File: src/rtl/axil_console_pkg.sv
// Shared definitions for the AXI4-Lite console slave.
// Holds the register offsets, the AXI response codes and the state types
// of the write and read channel FSMs.
package axil_console_pkg;

  localparam logic [3:0] OFS_TXDATA  = 4'h0;
  localparam logic [3:0] OFS_STATUS  = 4'h4;

  localparam logic [1:0] RESP_OKAY   = 2'b00;
  localparam logic [1:0] RESP_SLVERR = 2'b10;

  typedef enum logic [1:0] {
    W_IDLE,
    W_EXEC,
    W_RESP
  } wr_state_t;

  typedef enum logic {
    R_IDLE,
    R_DATA
  } rd_state_t;

endpackage

File: src/rtl/sync_fifo.sv
// Single-clock FIFO with a registered occupancy count.
// Ports:
//   clk, rst_n      clock, asynchronous active-low reset
//   push/push_data  write side; full reports no free slot
//   pop/head_data   read side; head_data is the oldest entry, empty when none
//   level           number of stored entries (0..DEPTH)
// A push while full is accepted only if a pop happens in the same cycle.
module sync_fifo #(
  parameter int WIDTH = 8,
  parameter int DEPTH = 8
) (
  input  logic                     clk,
  input  logic                     rst_n,
  input  logic                     push,
  input  logic [WIDTH-1:0]         push_data,
  output logic                     full,
  input  logic                     pop,
  output logic [WIDTH-1:0]         head_data,
  output logic                     empty,
  output logic [$clog2(DEPTH):0]   level
);

  localparam int AW = $clog2(DEPTH);

  logic [WIDTH-1:0] mem [DEPTH];
  logic [AW-1:0]    wptr;
  logic [AW-1:0]    rptr;
  logic             do_push;
  logic             do_pop;

  assign full      = (level == (AW+1)'(DEPTH));
  assign empty     = (level == '0);
  assign do_pop    = pop && !empty;
  assign do_push   = push && (!full || do_pop);
  assign head_data = mem[rptr];

  // Storage is data only and needs no reset.
  always_ff @(posedge clk) begin
    if (do_push) mem[wptr] <= push_data;
  end

  // Pointers wrap naturally because DEPTH is a power of two.
  always_ff @(posedge clk or negedge rst_n) begin
    if (!rst_n) begin
      wptr  <= '0;
      rptr  <= '0;
      level <= '0;
    end else begin
      if (do_push) wptr <= wptr + AW'(1);
      if (do_pop)  rptr <= rptr + AW'(1);
      case ({do_push, do_pop})
        2'b10:   level <= level + 1'b1;
        2'b01:   level <= level - 1'b1;
        default: level <= level;
      endcase
    end
  end

endmodule

File: src/rtl/axil_console_slv.sv
// AXI4-Lite console slave: a 16-byte window at BASE_ADDR with TXDATA (0x0)
// feeding a byte FIFO and a read-only STATUS word (0x4) reporting
// full (bit0), empty (bit1) and level (bits 8 and up). Other offsets and
// addresses outside the window answer SLVERR.
// Ports:
//   clk, resetn          clock, asynchronous active-low reset
//   s_aw*/s_w*/s_b*      AXI4-Lite write address, data and response channels
//   s_ar*/s_r*           AXI4-Lite read address and data channels
//   tx_valid/tx_ready    byte stream out of the FIFO, tx_data is the head
//   tx_level             FIFO occupancy
module axil_console_slv
  import axil_console_pkg::*;
#(
  parameter logic [31:0] BASE_ADDR  = 32'h1000_0000,
  parameter int          FIFO_DEPTH = 8,
  parameter int          LVL_W      = $clog2(FIFO_DEPTH) + 1
) (
  input  logic             clk,
  input  logic             resetn,
  input  logic             s_awvalid,
  output logic             s_awready,
  input  logic [31:0]      s_awaddr,
  input  logic             s_wvalid,
  output logic             s_wready,
  input  logic [31:0]      s_wdata,
  input  logic [3:0]       s_wstrb,
  output logic             s_bvalid,
  input  logic             s_bready,
  output logic [1:0]       s_bresp,
  input  logic             s_arvalid,
  output logic             s_arready,
  input  logic [31:0]      s_araddr,
  output logic             s_rvalid,
  input  logic             s_rready,
  output logic [31:0]      s_rdata,
  output logic [1:0]       s_rresp,
  output logic             tx_valid,
  input  logic             tx_ready,
  output logic [7:0]       tx_data,
  output logic [LVL_W-1:0] tx_level
);

  wr_state_t  w_state, w_next;
  rd_state_t  r_state, r_next;

  logic        aw_held, w_held, aw_held_d, w_held_d;
  logic        awready_q, wready_q, awready_d, wready_d;
  logic [1:0]  bresp_q, bresp_d;
  logic        arready_q;
  logic [31:0] rdata_q, rdata_d;
  logic [1:0]  rresp_q, rresp_d;
  logic [31:2] awaddr_q;
  logic [7:0]  wbyte_q;
  logic        wstrb0_q;

  logic        aw_hs, w_hs, ar_hs;
  logic [3:0]  wr_ofs, rd_ofs;
  logic        wr_hit, rd_hit;
  logic        fifo_push, fifo_pop, fifo_full, fifo_empty;
  logic [LVL_W-1:0] fifo_level;
  logic [31:0] status_word;
  logic        unused_ok;

  // Only the low byte, strobe 0 and word-aligned address bits matter here.
  assign unused_ok = ^{s_awaddr[1:0], s_araddr[1:0], s_wdata[31:8], s_wstrb[3:1]};

  assign aw_hs = s_awvalid && awready_q;
  assign w_hs  = s_wvalid && wready_q;
  assign ar_hs = s_arvalid && arready_q;

  assign wr_ofs = {awaddr_q[3:2], 2'b00};
  assign rd_ofs = {s_araddr[3:2], 2'b00};
  assign wr_hit = (awaddr_q[31:4] == BASE_ADDR[31:4]) &&
                  (wr_ofs == OFS_TXDATA || wr_ofs == OFS_STATUS);
  assign rd_hit = (s_araddr[31:4] == BASE_ADDR[31:4]) &&
                  (rd_ofs == OFS_TXDATA || rd_ofs == OFS_STATUS);

  assign fifo_pop = tx_ready && !fifo_empty;

  always_comb begin
    status_word                = '0;
    status_word[0]             = fifo_full;
    status_word[1]             = fifo_empty;
    status_word[8 +: LVL_W]    = fifo_level;
  end

  always_comb begin
    w_next    = w_state;
    aw_held_d = aw_held || aw_hs;
    w_held_d  = w_held || w_hs;
    bresp_d   = bresp_q;
    fifo_push = 1'b0;
    case (w_state)
      W_IDLE: begin
        if (aw_held_d && w_held_d) w_next = W_EXEC;
      end
      W_EXEC: begin
        if (!wr_hit) begin
          bresp_d = RESP_SLVERR;
          w_next  = W_RESP;
        end else if (wr_ofs == OFS_TXDATA && wstrb0_q) begin
          // Stall without a response while full; a same-cycle pop frees a slot.
          if (!fifo_full || fifo_pop) begin
            fifo_push = 1'b1;
            bresp_d   = RESP_OKAY;
            w_next    = W_RESP;
          end
        end else begin
          bresp_d = RESP_OKAY;
          w_next  = W_RESP;
        end
      end
      W_RESP: begin
        if (s_bready) begin
          aw_held_d = 1'b0;
          w_held_d  = 1'b0;
          w_next    = W_IDLE;
        end
      end
      default: w_next = W_IDLE;
    endcase
    awready_d = (w_next == W_IDLE) && !aw_held_d;
    wready_d  = (w_next == W_IDLE) && !w_held_d;
  end

  always_ff @(posedge clk or negedge resetn) begin
    if (!resetn) begin
      w_state   <= W_IDLE;
      aw_held   <= 1'b0;
      w_held    <= 1'b0;
      awready_q <= 1'b0;
      wready_q  <= 1'b0;
      bresp_q   <= RESP_OKAY;
    end else begin
      w_state   <= w_next;
      aw_held   <= aw_held_d;
      w_held    <= w_held_d;
      awready_q <= awready_d;
      wready_q  <= wready_d;
      bresp_q   <= bresp_d;
    end
  end

  always_ff @(posedge clk) begin
    if (aw_hs) awaddr_q <= s_awaddr[31:2];
    if (w_hs) begin
      wbyte_q  <= s_wdata[7:0];
      wstrb0_q <= s_wstrb[0];
    end
  end

  // Read data is captured from pre-edge FIFO state at the AR handshake.
  always_comb begin
    r_next  = r_state;
    rdata_d = rdata_q;
    rresp_d = rresp_q;
    case (r_state)
      R_IDLE: begin
        if (ar_hs) begin
          r_next = R_DATA;
          if (!rd_hit) begin
            rdata_d = '0;
            rresp_d = RESP_SLVERR;
          end else begin
            rdata_d = (rd_ofs == OFS_STATUS) ? status_word : '0;
            rresp_d = RESP_OKAY;
          end
        end
      end
      R_DATA: begin
        if (s_rready) r_next = R_IDLE;
      end
    endcase
  end

  always_ff @(posedge clk or negedge resetn) begin
    if (!resetn) begin
      r_state   <= R_IDLE;
      arready_q <= 1'b0;
      rdata_q   <= '0;
      rresp_q   <= RESP_OKAY;
    end else begin
      r_state   <= r_next;
      arready_q <= (r_next == R_IDLE);
      rdata_q   <= rdata_d;
      rresp_q   <= rresp_d;
    end
  end

  sync_fifo #(
    .WIDTH (8),
    .DEPTH (FIFO_DEPTH)
  ) u_fifo (
    .clk       (clk),
    .rst_n     (resetn),
    .push      (fifo_push),
    .push_data (wbyte_q),
    .full      (fifo_full),
    .pop       (fifo_pop),
    .head_data (tx_data),
    .empty     (fifo_empty),
    .level     (fifo_level)
  );

  assign s_awready = awready_q;
  assign s_wready  = wready_q;
  assign s_bvalid  = (w_state == W_RESP);
  assign s_bresp   = bresp_q;
  assign s_arready = arready_q;
  assign s_rvalid  = (r_state == R_DATA);
  assign s_rdata   = rdata_q;
  assign s_rresp   = rresp_q;
  assign tx_valid  = !fifo_empty;
  assign tx_level  = fifo_level;

endmodule

File: config.mk
export PLATFORM = sky130hd
export DESIGN_NAME = axil_console_slv
export DESIGN_NICKNAME = d
export VERILOG_FILES = /design/src/rtl/axil_console_pkg.sv /design/src/rtl/sync_fifo.sv /design/src/rtl/axil_console_slv.sv
export SDC_FILE = /design/constraint.sdc
export NUM_CORES = 1
export LEC_CHECK = 0
export CAP_MARGIN = 20
export CORE_MARGIN = 3
export CORE_UTILIZATION = 47
export DETAILED_ROUTE_END_ITERATION = 8
export GPL_ROUTABILITY_DRIVEN = 0
export HOLD_SLACK_MARGIN = 0.02
export PLACE_DENSITY_LB_ADDON = 0.05
export RECOVER_POWER = 100
export SKIP_LAST_GASP = 1
export SLEW_MARGIN = 25
export SYNTH_ARGS = -nofsm -noshare
export SYNTH_HDL_FRONTEND = slang
export SYNTH_HIERARCHICAL = 1
export SYNTH_SLANG_ARGS = --single-unit
File: constraint.sdc
create_clock -name clk -period 3.95 [get_ports clk]
set_clock_uncertainty 0.1 [all_clocks]
set_input_delay 0.5925 -clock clk [delete_from_list [all_inputs] [get_ports clk]]
set_output_delay 0.5925 -clock clk [all_outputs]
set_load 0.01 [all_outputs]
==> results of run 1 <==
==> flip-flops by register name, indices dropped and copies added (netlist names) <==
name,count
s_rdata,6
u_fifo/mem,64
wstrb0_q,1
aw_held,1
u_fifo/wptr,3
s_awready,1
awaddr_q,30
u_fifo/level,4
wbyte_q,8
w_state,2
s_wready,1
s_arready,1
w_held,1
s_rvalid,1
s_bresp,1
u_fifo/rptr,3
s_rresp,1
==> cell usage in the layout (no fill, tap or decap), drive strengths merged, types with 3 or more instances in the layout <==
cell type	instances
a21o	3
a21oi	5
a22o	6
clkbuf	31
clkdlybuf4s50	33
clkinv	8
conb	28
dfrtp	26
dlygate4sd3	69
edfxtp	103
ha	4
inv	9
mux2	11
mux4	16
nand2	11
nand2b	7
nand3	5
nand4	3
nor2	14
nor3	6
nor4	14
o21ai	4
o22ai	3
xnor2	5
==> path summary, 6_finish.rpt <==
path                                              from                          end  slack, ns  depth (start not counted)
setup / recovery            u_fifo/rptr[0]$_DFFE_PN0N_                   tx_data[6]       0.39                          4
max in group asynchronous                       resetn  u_fifo/level[0]$_DFFE_PN0P_       1.98                          2
min in group asynchronous                       resetn          s_awready$_DFF_PN0_       0.94                          2
hold reg to reg                 s_rresp[1]$_DFFE_PN0P_       s_rresp[1]$_DFFE_PN0P_       0.39                          1
hold / removal                  s_rresp[1]$_DFFE_PN0P_       s_rresp[1]$_DFFE_PN0P_       0.39                          1
setup reg to reg           u_fifo/level[2]$_DFFE_PN0P_   u_fifo/mem[4][1]$_DFFE_PP_       0.52                          9
==> layout make-up <==
cell class / count / area (sq um) / share of cell area (%)
repair buffers: 116 / 1080 / 15.6
clock buffers: 19 / 433 / 6.22
clock inverters: 12 / 119 / 1.71
multi-input cells: 169 / 1370 / 19.7
inverters: 9 / 33.8 / 0.485
flip-flops and latches: 129 / 3740 / 53.8
well taps: 140 / 175 / 2.52
==> cells by family (layout without fill, tap and decap cells) <==
family,Yosys count,count (layout),share of synthesized area (%)
DFF,129,129,70.0
and+or+nand+nor,73,73,7.95
xor gates and xnor gates,7,7,1.15
buffers and inverters,45,156,5.59
muxes,29,29,9.91
adders and majority gates,5,5,1.31
AOI/OAI and AO/OA,27,27,4.07
other,1,28,0.0701
==> report_power, final <==
part	internal (uW)	switching, uW
Combinational	569	423
Sequential	1640	180
Clock	914	527
==> worst register-to-register path, cell delays in order (launching register included) <==
cell and delay [ns]:
dfrtp_1 0.44, or3_1 0.31, nor2_1 0.11, nand2b_1 0.21, a2111oi_2 0.42, clkbuf_1 0.33
o21a_1 0.24, nand2_1 0.12, nor3_1 0.42, clkbuf_1 0.39
==> layer usage <==
layer / GRT usage [%] / up-vias / share of wire (%)
met1: 20.6 / 1470 / 41
met4: 5.77 / 2 / 1.1
met2: 27.2 / 111 / 50
met3: 7.27 / 12 / 7.9
li1: - / 1421 / -
met5: 0 / - / 0.11
==> per-stage QoR <==
stage	power [uW]	util, %	setup slack (ns)
2_1_floorplan	2510	-	0.843
3_3_place_gp	2900	59.1	0.666
3_5_place_dp	2930	59.1	0.671
4_1_cts	4380	64.2	0.636
5_1_grt	4490	63.4	0.234
6_report	4260	63.4	0.388
==> impl_metrics.py, run 1 <==
metrics = {
    "placed_design": {
        "place_inst": 563,
        "placed_area_sq_um": 6490,
        "numPortBuffers": 102,
        "dp_hpwl_microns": 7140,
    },
    "clock_network": {
        "cts_buffer_depth": 2,
        "hold_buffers": 0,
        "cts_buffers": 17,
        "cts_tree": "built",
        "cts_setup_buffers": 0,
        "clkLatencyLatePin_ns": 0.41,
        "clk_pin_slew_ns": 0.05,
        "htreeDepth": 4,
        "cts_root_buf": "clkbuf_16",
        "ctsResizeCount": 0,
        "cts_sinks": 129,
    },
    "setup_path": {
        "worst-path-buf-inv": 2,
        "slowest_delay_ns": 0.64,
        "crit_fanout": 16,
        "worstPathRequired_ns": 3.26,
        "crit_path_start_kind": "flop",
        "crit_family": "buffers and inverters",
        "critPathCaptureType": "primary output",
        "path_class": "reg -> out",
        "cp_cell_sequence": "clkbuf_2 -> mux4_1 -> mux2_2 -> dlygate4sd3_1",
        "critPathArrivalTime_ns": 2.87,
        "crit_path_top_delay_cell": "mux4_1",
    },
    "timing": {
        "tightest_slew_ns": 1.41,
        "maxSlewViolCount": 0,
        "post-route-period-util_pct": 90.2,
        "setup_viol": 0,
        "hold_violations": 0,
        "slew_headroom_pct": 6.20,
        "rsz0062_at_grt": "false",
        "period_minus_slack_ns": 3.56,
        "whs_ns": 0.394,
        "max_freq_mhz": 281,
        "final.setup.tns_ns": 0,
    },
    "finish": {
        "nets": 555,
        "antennaDiodeCount": 0,
        "nFillCells": 847,
        "area_growth_pct": 30.0,
        "drive_gt1_share_pct": 12.6,
        "finalInstanceArea_sq_um": 6960,
        "final_cells": 594,
    },
    "floorplanning": {
        "die_w_microns": 113,
        "fp.coreArea_sq_um": 11000,
        "ios": 162,
        "dieArea_sq_um": 12700,
        "die_height_microns": 113,
        "start_util_pct": 48.7,
        "fp-row-count": 38,
    },
    "routing": {
        "routedWlPerCell_microns": 17.1,
        "drt_iter0_drc": 155,
        "route.vias.total": 3016,
        "drc_errors": 0,
        "drtAntennaViolNets": 0,
        "via_per_inst": 5.08,
        "first_pass_iters": 4,
        "finalWirelength_microns": 10100,
    },
    "grt": {
        "grt_usage_pct": 16.9,
        "grt_max_degree": 27,
        "grt_pass1_vias": 3154,
        "grt_pass1_wl_microns": 16000,
        "grt.overflow.total": 0,
        "antenna_found_initial": 1,
    },
    "synth": {
        "synth_area_per_cell_sq_um": 16.9,
        "synthDistinctLibCells": 49,
        "synth_top_cell_by_area": "edfxtp_1",
        "synth.most_common_cell": "edfxtp_1",
        "synth_top_area_share_pct": 57.8,
        "async_reset_ff_share_pct": 20.2,
        "ys_top_cells_by_area": "edfxtp_1 58%, dfrtp_1 12%, mux4_2 4.2%, buf_4 3.9%, mux4_1 2.9%",
        "synth_edf_count": 103,
        "syn_inst": 316,
        "ys_ff_latch": 129,
        "yosysWarningCount": 6,
        "syn_area_sq_um": 5350,
        "ys_seq_area_share_pct": 70.0,
        "synth_flop_cell": "edfxtp_1",
        "synth_common_cells": "103 x edfxtp_1, 28 x buf_4, 26 x dfrtp_1, 14 x nor2_1",
    },
    "pwr": {
        "ir_drop_mv": 0.329,
        "p_leak_uw": 0.00253,
        "power_density_nw_per_um2": 612,
    },
    "status": {
        "outcome": "complete, no violations",
    },
    "job": {
        "maxCapViolCount": 0,
    },
    "min_path": {
        "hp-class": "reg -> reg",
    },
}
Note: power is estimated with default switching activity, not from simulation.
==> inputs of run 2 (changes only) <==
--- a/config.mk
+++ b/config.mk
@@ -7,7 +7,7 @@
 export LEC_CHECK = 0
 export CAP_MARGIN = 20
 export CORE_MARGIN = 3
-export CORE_UTILIZATION = 47
+export CORE_UTILIZATION = 42
 export DETAILED_ROUTE_END_ITERATION = 8
 export GPL_ROUTABILITY_DRIVEN = 0
 export HOLD_SLACK_MARGIN = 0.02
==> constraint.sdc (replaced) <==
create_clock -name clk -period 3.15 [get_ports clk]
set_clock_uncertainty 0.1 [all_clocks]
set_input_delay 0.4725 -clock clk [delete_from_list [all_inputs] [get_ports clk]]
set_output_delay 0.4725 -clock clk [all_outputs]
set_load 0.01 [all_outputs]
==> run 2 against run 1 <==
The run now ends with capacitance limit, slew limit left. Sequential power up 24%. Die area up 11%. Clock-buffer cell count up 3. Clock power up 25%. First-iteration DRC count down 1.9%. Critical path type unchanged.
==> impl_metrics.py, run 2 (synthesized netlist as in run 1, its figures left out) <==
metrics = {
    "clock_network": {
        "clk_pin_slew_ns": 0.05,
        "hold_buffers": 0,
        "htreeDepth": 4,
        "clkLatencyLatePin_ns": 0.41,
        "cts_buffer_depth": 2,
        "cts_sinks": 129,
        "cts_buffers": 17,
        "cts_root_buf": "clkbuf_16",
        "cts_tree": "built",
    },
    "pwr": {
        "switchingPower_uw": 1450,
        "clkPwrFrac_pct": 33.0,
        "p_leak_uw": 0.00261,
        "power_density_nw_per_um2": 762,
        "seqPwrFrac_pct": 41.3,
        "intPower_uw": 3990,
        "switching_share_pct": 26.7,
        "ir_drop_mv": 0.315,
        "combPwrFrac_pct": 25.7,
    },
    "timing": {
        "rsz0062_at_grt": "false",
        "whs_ns": 0.395,
        "period_minus_slack_ns": 3.00,
        "setup_viol": 0,
        "post-route-period-util_pct": 95.1,
        "max_freq_mhz": 334,
        "maxSlewViolCount": 32,
        "hold_violations": 0,
        "tightest_slew_ns": 1.54,
        "slew_headroom_pct": -2.96,
        "final.setup.tns_ns": 0,
    },
    "finish": {
        "nFillCells": 1012,
        "final_cell_mix": "103 x edfxtp_1, 62 x dlygate4sd3_1, 40 x clkdlybuf4s50_1",
        "drive_gt1_share_pct": 16.7,
        "largest-register": "u_fifo/mem",
        "multi_input_area_sq_um": 1410,
        "regArea_sq_um": 3740,
        "finalInstanceArea_sq_um": 7150,
        "largest_reg_flops": 64,
        "nets": 573,
        "top_regs": "u_fifo/mem (64), awaddr_q (30), wbyte_q (8)",
        "layout_commonest_cell": "edfxtp_1",
        "area_growth_pct": 33.6,
    },
    "grt": {
        "grt_pass1_wl_microns": 16500,
        "antenna_found_initial": 1,
        "grt_max_degree": 32,
        "grt_usage_pct": 15.6,
        "grt.overflow.total": 0,
        "grt_pass1_vias": 3204,
    },
    "placed_design": {
        "numPortBuffers": 102,
        "placed_area_sq_um": 6640,
        "dp_hpwl_microns": 7460,
    },
    "setup_path": {
        "crit_fanout": 18,
        "rr_startpoint": "u_fifo/level[0]$_DFFE_PN0P_",
        "timing.rr.end": "u_fifo/level[3]$_DFFE_PN0P_",
        "critPathCaptureType": "primary output",
        "crit_path_start_kind": "flop",
        "path_class": "reg -> out",
        "worstPathRequired_ns": 2.58,
        "rrSetupSlack_ns": 0.20,
        "reg2reg_depth": 13,
        "critPathArrivalTime_ns": 2.42,
    },
    "routing": {
        "routedWlPerCell_microns": 16.2,
        "via_per_inst": 4.76,
        "drt_iter0_drc": 152,
        "first_pass_iters": 4,
        "finalWirelength_microns": 10400,
        "route.vias.total": 3057,
        "drc_errors": 0,
        "drtAntennaViolNets": 0,
    },
    "status": {
        "outcome": "finished, violations left",
        "failed_checks": "capacitance limit, slew limit",
    },
    "min_path": {
        "hold-path-endpoint": "s_rresp[1]$_DFFE_PN0P_",
        "hp-start": "s_rresp[1]$_DFFE_PN0P_",
        "hold_depth": 1,
        "hp-class": "reg -> reg",
    },
    "floorplanning": {
        "fp-row-count": 40,
        "start_util_pct": 43.8,
        "dieArea_sq_um": 14100,
        "ios": 162,
        "die_height_microns": 119,
        "fp.coreArea_sq_um": 12200,
        "die_w_microns": 119,
    },
    "job": {
        "maxCapViolCount": 1,
    },
}
## run 2: cell count changes in the layout (fill, tap and decap cells not counted), sizes merged
| cell | before | now |
|---|---|---|
| inv | 9 | 10 |
| buf | 2 | 13 |
| diode | 0 | 1 |
| clkdlybuf4s50 | 33 | 40 |
| clkinvlp | 2 | 0 |
| dlygate4sd3 | 69 | 62 |
| bufinv | 2 | 1 |
| clkbuf | 31 | 41 |
## run 2: how the worst max path moves through the flow
stage               cells after the start                           to                        start
global placement                       10  u_fifo/level[3]$_DFFE_PN0P_                     tx_ready
detailed placement                     10  u_fifo/level[3]$_DFFE_PN0P_                     tx_ready
global route                            3                   tx_data[2]   u_fifo/rptr[1]$_DFFE_PN0N_
floorplan                              13  u_fifo/level[3]$_DFFE_PN0P_  u_fifo/level[0]$_DFFE_PN0P_
CTS                                     3                   tx_data[3]   u_fifo/rptr[1]$_DFFE_PN0N_
finish                                  3                   tx_data[3]   u_fifo/rptr[1]$_DFFE_PN0N_
## run 2: timing repair
item                                    in CTS  in global routing
endpoints found under the setup margin       0                  1
setup buffers                                0                  3
gates resized for setup                      0                  4
## run 2: through the flow
step,power (uW),util (%),cells,setup WS [ns]
finish,5450,58.5,642,0.153
global route,5750,58.5,642,0.0119
CTS,5570,58.9,638,0.0693
detailed placement,3750,54.4,606,0.122
global placement,3730,54.4,606,0.117
floorplan,3140,-,343,0.0430
## run 2: power groups by stage
stage                     combinational, uW  sequential, uW  clock, uW
after floorplan                         928            2210          0
after global placement                 1450            2280          0
after detailed placement               1470            2280          0
after CTS                              1480            2250       1840
after global routing                   1530            2280       1930
final                                  1400            2250       1800
## run 2: cell type report
cell class / count / area share (%)
Sequential cell: 129 / 52.4
Multi-Input combinational cell: 169 / 19.7
Timing Repair Buffer: 134 / 16.8
Clock buffer: 22 / 6.50
Tap cell: 168 / 2.94
Clock inverter: 10 / 1.21
Inverter: 9 / 0.473
Antenna cell: 1 / 0.0350
## run 2: routing by layer
layer  vias to the layer above  share of wire (%)  global-route usage (%)
li1                       1460                  -                       -
met2                        91                 51                    25.3
met5                         -                  0                       0
met4                         0                1.5                    6.30
met3                        17                6.1                    5.84
met1                      1489                 42                    18.8
## run 2: critical path, stage by stage (launching register included)
cell	delay (ns)
dfrtp_1	0.85
mux4_2	0.40
mux2_2	0.29
clkdlybuf4s50_1	0.48
